==> src/rtl/scarv_cop_dispatch_pkg.sv <==
// Shared types for the coprocessor dispatch stage: FSM state encoding,
// response status codes and instruction class codes.
`default_nettype none

package scarv_cop_dispatch_pkg;

  typedef enum logic [2:0] {
    ST_IDLE   = 3'd0,
    ST_DECODE = 3'd1,
    ST_ISSUE  = 3'd2,
    ST_WAIT   = 3'd3,
    ST_INIT   = 3'd4,
    ST_RESP   = 3'd5
  } state_e;

  // Codes 4..7 are reserved.
  typedef enum logic [2:0] {
    STATUS_OK      = 3'd0,
    STATUS_ILLEGAL = 3'd1,
    STATUS_FU_EXC  = 3'd2,
    STATUS_TIMEOUT = 3'd3
  } status_e;

  localparam logic [3:0] SCARV_COP_ICLASS_PACKED_ARITH = 4'd1;
  localparam logic [3:0] SCARV_COP_ICLASS_TWIDDLE      = 4'd2;
  localparam logic [3:0] SCARV_COP_ICLASS_LOADSTORE    = 4'd3;
  localparam logic [3:0] SCARV_COP_ICLASS_RANDOM       = 4'd4;
  localparam logic [3:0] SCARV_COP_ICLASS_MOVE         = 4'd5;
  localparam logic [3:0] SCARV_COP_ICLASS_MP           = 4'd6;
  localparam logic [3:0] SCARV_COP_ICLASS_BITWISE      = 4'd7;

endpackage

`default_nettype wire

==> src/rtl/scarv_cop_dispatch.sv <==
// Coprocessor dispatch: accepts CPU instructions, sequences decode/issue/init
// and returns a status response. SCARV_COP_PERF_CNT_EN adds a retired-OK counter.
`default_nettype none

module scarv_cop_dispatch
  import scarv_cop_dispatch_pkg::*;
#(
  parameter int NUM_CPRS   = 16,
  parameter int FU_TIMEOUT = 1023
) (
  input  logic        g_clk,
  input  logic        g_reset,
  input  logic        cpu_insn_req,
  output logic        cop_insn_ack,
  input  logic [31:0] cpu_insn_enc,
  output logic [31:0] id_encoded,
  input  logic        id_exception,
  input  logic [3:0]  id_class,
  input  logic [4:0]  id_subclass,
  input  logic        id_cprs_init,
  output logic        fu_issue,
  output logic [3:0]  fu_class,
  output logic [4:0]  fu_subclass,
  input  logic        fu_done,
  input  logic        fu_exception,
  output logic        crf_init_wen,
  output logic [3:0]  crf_init_addr,
  output logic        cop_insn_rsp,
  input  logic        cpu_insn_rsp_ack,
  output logic [2:0]  cop_rsp_status
`ifdef SCARV_COP_PERF_CNT_EN
  ,
  output logic [31:0] cop_perf_retired
`endif
);

  localparam logic [9:0] TMO_LAST  = 10'(FU_TIMEOUT);
  localparam logic [9:0] INIT_LAST = 10'(NUM_CPRS - 1);

  state_e      state_q, state_d;
  status_e     status_q, status_d;
  logic [9:0]  cnt_q, cnt_d;
  logic [31:0] enc_q, enc_d;
  logic [3:0]  class_q, class_d;
  logic [4:0]  sub_q, sub_d;

  always_ff @(posedge g_clk) begin
    if (g_reset) begin
      state_q  <= ST_IDLE;
      status_q <= STATUS_OK;
      cnt_q    <= '0;
      enc_q    <= '0;
      class_q  <= '0;
      sub_q    <= '0;
    end else begin
      state_q  <= state_d;
      status_q <= status_d;
      cnt_q    <= cnt_d;
      enc_q    <= enc_d;
      class_q  <= class_d;
      sub_q    <= sub_d;
    end
  end

  // One counter serves both the WAIT timeout and the INIT address sequence.
  always_comb begin
    state_d  = state_q;
    status_d = status_q;
    cnt_d    = cnt_q;
    enc_d    = enc_q;
    class_d  = class_q;
    sub_d    = sub_q;
    case (state_q)
      ST_IDLE: begin
        if (cpu_insn_req) begin
          enc_d   = cpu_insn_enc;
          state_d = ST_DECODE;
        end
      end
      ST_DECODE: begin
        if (id_exception) begin
          status_d = STATUS_ILLEGAL;
          state_d  = ST_RESP;
        end else if (id_cprs_init) begin
          cnt_d   = '0;
          state_d = ST_INIT;
        end else begin
          class_d = id_class;
          sub_d   = id_subclass;
          state_d = ST_ISSUE;
        end
      end
      ST_ISSUE: begin
        cnt_d   = '0;
        state_d = ST_WAIT;
      end
      ST_WAIT: begin
        if (fu_done) begin
          status_d = fu_exception ? STATUS_FU_EXC : STATUS_OK;
          state_d  = ST_RESP;
        end else if (cnt_q == TMO_LAST) begin
          status_d = STATUS_TIMEOUT;
          state_d  = ST_RESP;
        end else begin
          cnt_d = cnt_q + 10'd1;
        end
      end
      ST_INIT: begin
        if (cnt_q == INIT_LAST) begin
          cnt_d    = '0;
          status_d = STATUS_OK;
          state_d  = ST_RESP;
        end else begin
          cnt_d = cnt_q + 10'd1;
        end
      end
      ST_RESP: begin
        if (cpu_insn_rsp_ack) state_d = ST_IDLE;
      end
      default: state_d = ST_IDLE;
    endcase
  end

  // Strobes are masked by reset so an in-flight init write stops in the reset cycle.
  assign cop_insn_ack   = (state_q == ST_IDLE) && !g_reset;
  assign fu_issue       = (state_q == ST_ISSUE) && !g_reset;
  assign crf_init_wen   = (state_q == ST_INIT) && !g_reset;
  assign cop_insn_rsp   = (state_q == ST_RESP) && !g_reset;
  assign crf_init_addr  = cnt_q[3:0];
  assign cop_rsp_status = status_q;
  assign id_encoded     = enc_q;
  assign fu_class       = class_q;
  assign fu_subclass    = sub_q;

`ifdef SCARV_COP_PERF_CNT_EN
  logic [31:0] perf_q;

  always_ff @(posedge g_clk) begin
    if (g_reset) begin
      perf_q <= '0;
    end else if ((state_q == ST_RESP) && cpu_insn_rsp_ack && (status_q == STATUS_OK)) begin
      perf_q <= perf_q + 32'd1;
    end
  end

  assign cop_perf_retired = perf_q;
`endif

endmodule

`default_nettype wire

==> config.mk <==
export PLATFORM = sky130hd
export DESIGN_NAME = scarv_cop_dispatch
export DESIGN_NICKNAME = d
export VERILOG_FILES = /design/src/rtl/scarv_cop_dispatch_pkg.sv /design/src/rtl/scarv_cop_dispatch.sv
export SDC_FILE = /design/constraint.sdc
export NUM_CORES = 1
export LEC_CHECK = 0
export ABC_CLOCK_PERIOD_IN_PS = 6100
export CAP_MARGIN = 20
export CORE_MARGIN = 2
export CORE_UTILIZATION = 40
export DETAILED_ROUTE_END_ITERATION = 8
export MAX_ROUTING_LAYER = met4
export PLACE_DENSITY = 0.76
export SYNTH_ARGS = -nofsm -noshare
export SYNTH_HDL_FRONTEND = slang
export SYNTH_SLANG_ARGS = --single-unit
==> constraint.sdc <==
create_clock -name g_clk -period 6.1 [get_ports g_clk]
set_clock_uncertainty 0.2 [all_clocks]
set_input_delay 1.525 -clock g_clk [delete_from_list [all_inputs] [get_ports g_clk]]
set_output_delay 1.525 -clock g_clk [all_outputs]
set_load 0.03 [all_outputs]
* After elaboration in Yosys (flattened, before gate mapping)
Cells that the tools add are included.
Widths: inputs -> output; s select.
** Word-level totals
- Logic and storage cells :: 58
- Bits in registers :: 57
- Output and inout port bits :: 52
** Operators by class
- Reduce and logical (&&, ||, !) cells :: 13
- Add/sub/neg operators :: 1
- Mux-type cells :: 20
- Eq/ne operators :: 16
- Bitwise logic cells :: 2
** Operators by type and width (count)
- $mux 10 :: 5
- $pmux 10 s4 :: 1
- $mux 3 :: 11
- $pmux 3 s6 :: 1
- $ne 2x2->1 const B :: 8
- $add 10x1->10 const B :: 1
- $eq 10x10->1 const B :: 1
- $eq 10x4->1 const B :: 1
- $pmux 3 s3 :: 1
- $reduce_and 4->1 :: 2
- $eq 3x2->1 const B :: 2
- $eq 3x3->1 const B :: 2
- $reduce_and 5->1 :: 1
- $logic_and 1x1->1 :: 4
- $reduce_bool 4->1 :: 1
- $eq 3x1->1 const B :: 1
- $logic_not 3->1 :: 1
- $ne 3x3->1 const B :: 1
- $reduce_and 3->1 :: 1
- $reduce_bool 3->1 :: 1
- $mux 2 :: 1
- $not 1->1 :: 2
- $reduce_and 2->1 :: 1
- $logic_not 1->1 :: 1

* Depth between registers and ports, before layout
- Depth after elaboration :: 4
- Mapped depth :: 7

* Worst setup path after synthesis
OpenSTA, ideal clock, no wires.
- Path type :: input to output
- Start :: input g_reset
- End :: output cop_insn_ack
- Slack :: 1762 ps
- Stages :: 2
- Arrival time :: 2613 ps
- Buffers on the path :: 1
- Path through :: clkbuf_1 > nor4_1
** Between the ends
- Cells in the longest elaborated chain, start to end :: 2
** Ends and longest elaborated chain
- start, declared :: line scarv_cop_dispatch.sv:12 : input logic g_reset,
- $logic_not 1->1 :: line scarv_cop_dispatch.sv:125 : assign cop_insn_ack = (state_q == ST_IDLE) && !g_reset;
- $logic_and 1x1->1 :: line scarv_cop_dispatch.sv:125
- end, declared :: line scarv_cop_dispatch.sv:14 : output logic cop_insn_ack,
No other way between the ends.

* Final worst setup path
Ends and elaborated chain as after synthesis.

==> results.ini <==
[clock_tree]
htreeDepth = 2
clock_latency_ps = 300
clock_path_buffers = 2
numClockSinks = 56
ctsResizeCount = 0
postCtsSetupRepairBufs = 0
cts_hold_buf = 0
cts.root.buffer_cell = clkbuf_8
tritoncts = done
cts_buffers = 5
clkTransAtPathRegs_ps = 100

[global_route]
grt_pass1_wl_um = 9640
grt_max_degree = 36
grt_usage = 0.190
grt_pass1_vias = 2175
overflow = 0
antenna_found_initial = 0

[routing]
via_per_inst = 5.19
drtAntennaViolNets = 0
routedWlPerCell_um = 13.3
dr_total_vias = 2398
first_iter_violations = 118
dr.pass1.iters = 4
wl_um = 6140
route.detailed.drc = 0

[power_and_ir_drop]
vdd_ir_drop_max_mv = 0.136
p_sw_frac = 0.339
power_leakage_nw = 1.30
p_seq_frac = 0.449
p_clk_frac = 0.221
combPwrFrac = 0.330
power_switching_mw = 0.320
p_total_mw = 0.943
internal_power_mw = 0.623
powerDensity_nw_per_um2 = 270

[yosys]
synth-adder-area-share = 0.00520
synthMuxAreaShare = 0.0458
ys.flop_type = dfxtp_1
synthCells = 301
ys_ff_latch = 56
syn_avg_cell_area_um2 = 7.99
seq_area_frac_synth = 0.466
synth_simple_gate_area_frac = 0.253
synth_top_family_by_area = simple AND/OR/NAND/NOR gates
synth_enable_flop_cells = 0
syn-num-nets = 351
synth_compound_area_frac = 0.170
async_flop_share = 0
syn_area_um2 = 2400
synth_cell_type_count = 45
synth_xor_area_frac = 0
yosysWarnings = 0

[die]
chipHeight_um = 81.5
io_pins = 101
start_util = 0.411
dieArea_um2 = 6650
chipWidth_um = 81.5
core_um2 = 5850
rows = 28

[sta]
slew_violations = 0
tightestPinTransition_ps = 575
rsz0062_at_grt = no
fmax_mhz = 224
fin_crit_ps = 4470
fin_setup_tns_ps = 0
hold_slack_ps = 257
hold_viol_final = 0
setup_slack_ps = 1630
fin_crit_sh = 0.733
slew_headroom = 0.615
finalSetupViolCount = 0

[worst_setup_path]
crit_chain = buf_2, nor4_1, clkdlybuf4s50_1
critPathLaunchType = primary input
crit_type = in2out
slowest_stage = clkdlybuf4s50_1
worst_ep_arrival_time_ps = 2750
worstPathRequired_ps = 4380
slowest_delay_ps = 720
critPathCaptureType = output port
crit_fanout = 26

[place]
placed_area_um2 = 3370
place_congestion = 0.844
port_buffers = 99
pre_cts_ws_ps = 1630
dp_hpwl_um = 4200

[min_path]
hold_path_class = reg2reg

[flow_run]
maxCapViolCount = 0

[status]
status = complete, no violations

[cells_and_area]
fillers = 541
multi_input_area_um2 = 1140
fin_area_um2 = 3490
antenna_cells = 0
ff_latch_area_um2 = 1120
synthToLayoutAreaGrowth_pct = 45.2
nets = 437
drive_above_1_share = 0.0388

==> cells in the mapped netlist, drive strengths merged, types with 2 or more instances <==
library cell / number / share of area
and2: 3 / 0.0078
nand4: 2 / 0.0052
buf: 9 / 0.029
nor3: 8 / 0.017
nand4b: 2 / 0.0073
dfxtp: 56 / 0.47
or4: 3 / 0.011
o21ai: 8 / 0.017
o211a: 2 / 0.0083
clkbuf: 14 / 0.022
nand2b: 2 / 0.0052
a21oi: 44 / 0.096
nand3: 9 / 0.019
nor2: 21 / 0.033
mux2i: 11 / 0.046
nor4: 2 / 0.0052
inv: 5 / 0.0078
nand3b: 2 / 0.0062
nand2: 77 / 0.12
==> power by group through the flow <==
stage	Sequential (mW)	Combinational, mW	Clock (mW)
after floorplan	0.479	0.137	0
after global placement	0.430	0.299	0
after detailed placement	0.431	0.303	0
after CTS	0.423	0.304	0.214
after global routing	0.429	0.339	0.228
final	0.423	0.311	0.209
==> per-layer routing <==
layer / vias up / track usage / routed length [um]
met1: 1092 / 0.239 / 2720
met5: - / - / 0
met3: 13 / 0.0396 / 417
met4: 0 / 0.0746 / 150
li1: 1198 / - / -
met2: 95 / 0.299 / 2850
==> cell type report <==
type | instances | area share
inverters | 5 | 0.00537
well taps | 75 | 0.0269
clock inverters | 1 | 0.00251
multi-input cells | 217 | 0.327
clock buffers | 6 | 0.0236
flip-flops and latches | 56 | 0.321
repair buffers | 102 | 0.293
==> worst max-delay path: cells and delay by family <==
kind                   cells  cell delay (ps)
buffers and inverters      2              970
AND/OR/NAND/NOR            1              240
==> registers in the layout, summed over array words and instances, names as in the netlist <==
| register | cells |
|---|---|
| state_q | 3 |
| fu_class | 4 |
| fu_subclass | 5 |
| cnt_q | 10 |
| id_encoded | 32 |
| cop_rsp_status | 2 |
==> cell usage in the layout (no fill, tap or decap), types with 2 or more instances in the layout <==
cell             Yosys  layout
mux2i_1             11      11
a21oi_1             43      43
nand2_1             77      77
and2_1               3       3
nor2_1              21      21
o21ai_0              8       8
nor4_1               2       2
inv_1                5       5
nand3b_1             2       2
nand3_1              9       9
nand2b_1             2       2
buf_8                0       2
clkbuf_8             0       6
or4_1                2       2
o211a_1              2       2
nand4b_1             2       2
clkdlybuf4s50_1      0      98
nand4_1              2       2
dfxtp_1             56      56
nor3_1               8       8
==> final timing paths <==
check                                    start  cells past startpoint             end  slack (ps)
worst min-delay path            id_encoded[22]                      2  id_encoded[22]         260
worst max register to register        cnt_q[0]                      6      state_q[0]        3650
worst max-delay path                   g_reset                      3    cop_insn_ack        1630
worst min register to register  id_encoded[22]                      2  id_encoded[22]         260
==> stage by stage <==
stage                     std cells   util
after detailed placement        453  0.576
final                           462  0.597
after global routing            462  0.597
after floorplan                 301      -
after global placement          453  0.576
after CTS                       460  0.592
==> cells by family (layout without fill, tap and decap cells) <==
| group | Yosys count | count (layout) |
|---|---|---|
| compound gates | 68 | 68 |
| fa+ha+maj | 1 | 1 |
| buf+inv | 28 | 114 |
| flops | 56 | 56 |
| mux | 11 | 11 |
| other cells | 1 | 1 |
| simple gates | 136 | 136 |
Note: power is estimated with default switching activity, not from simulation.
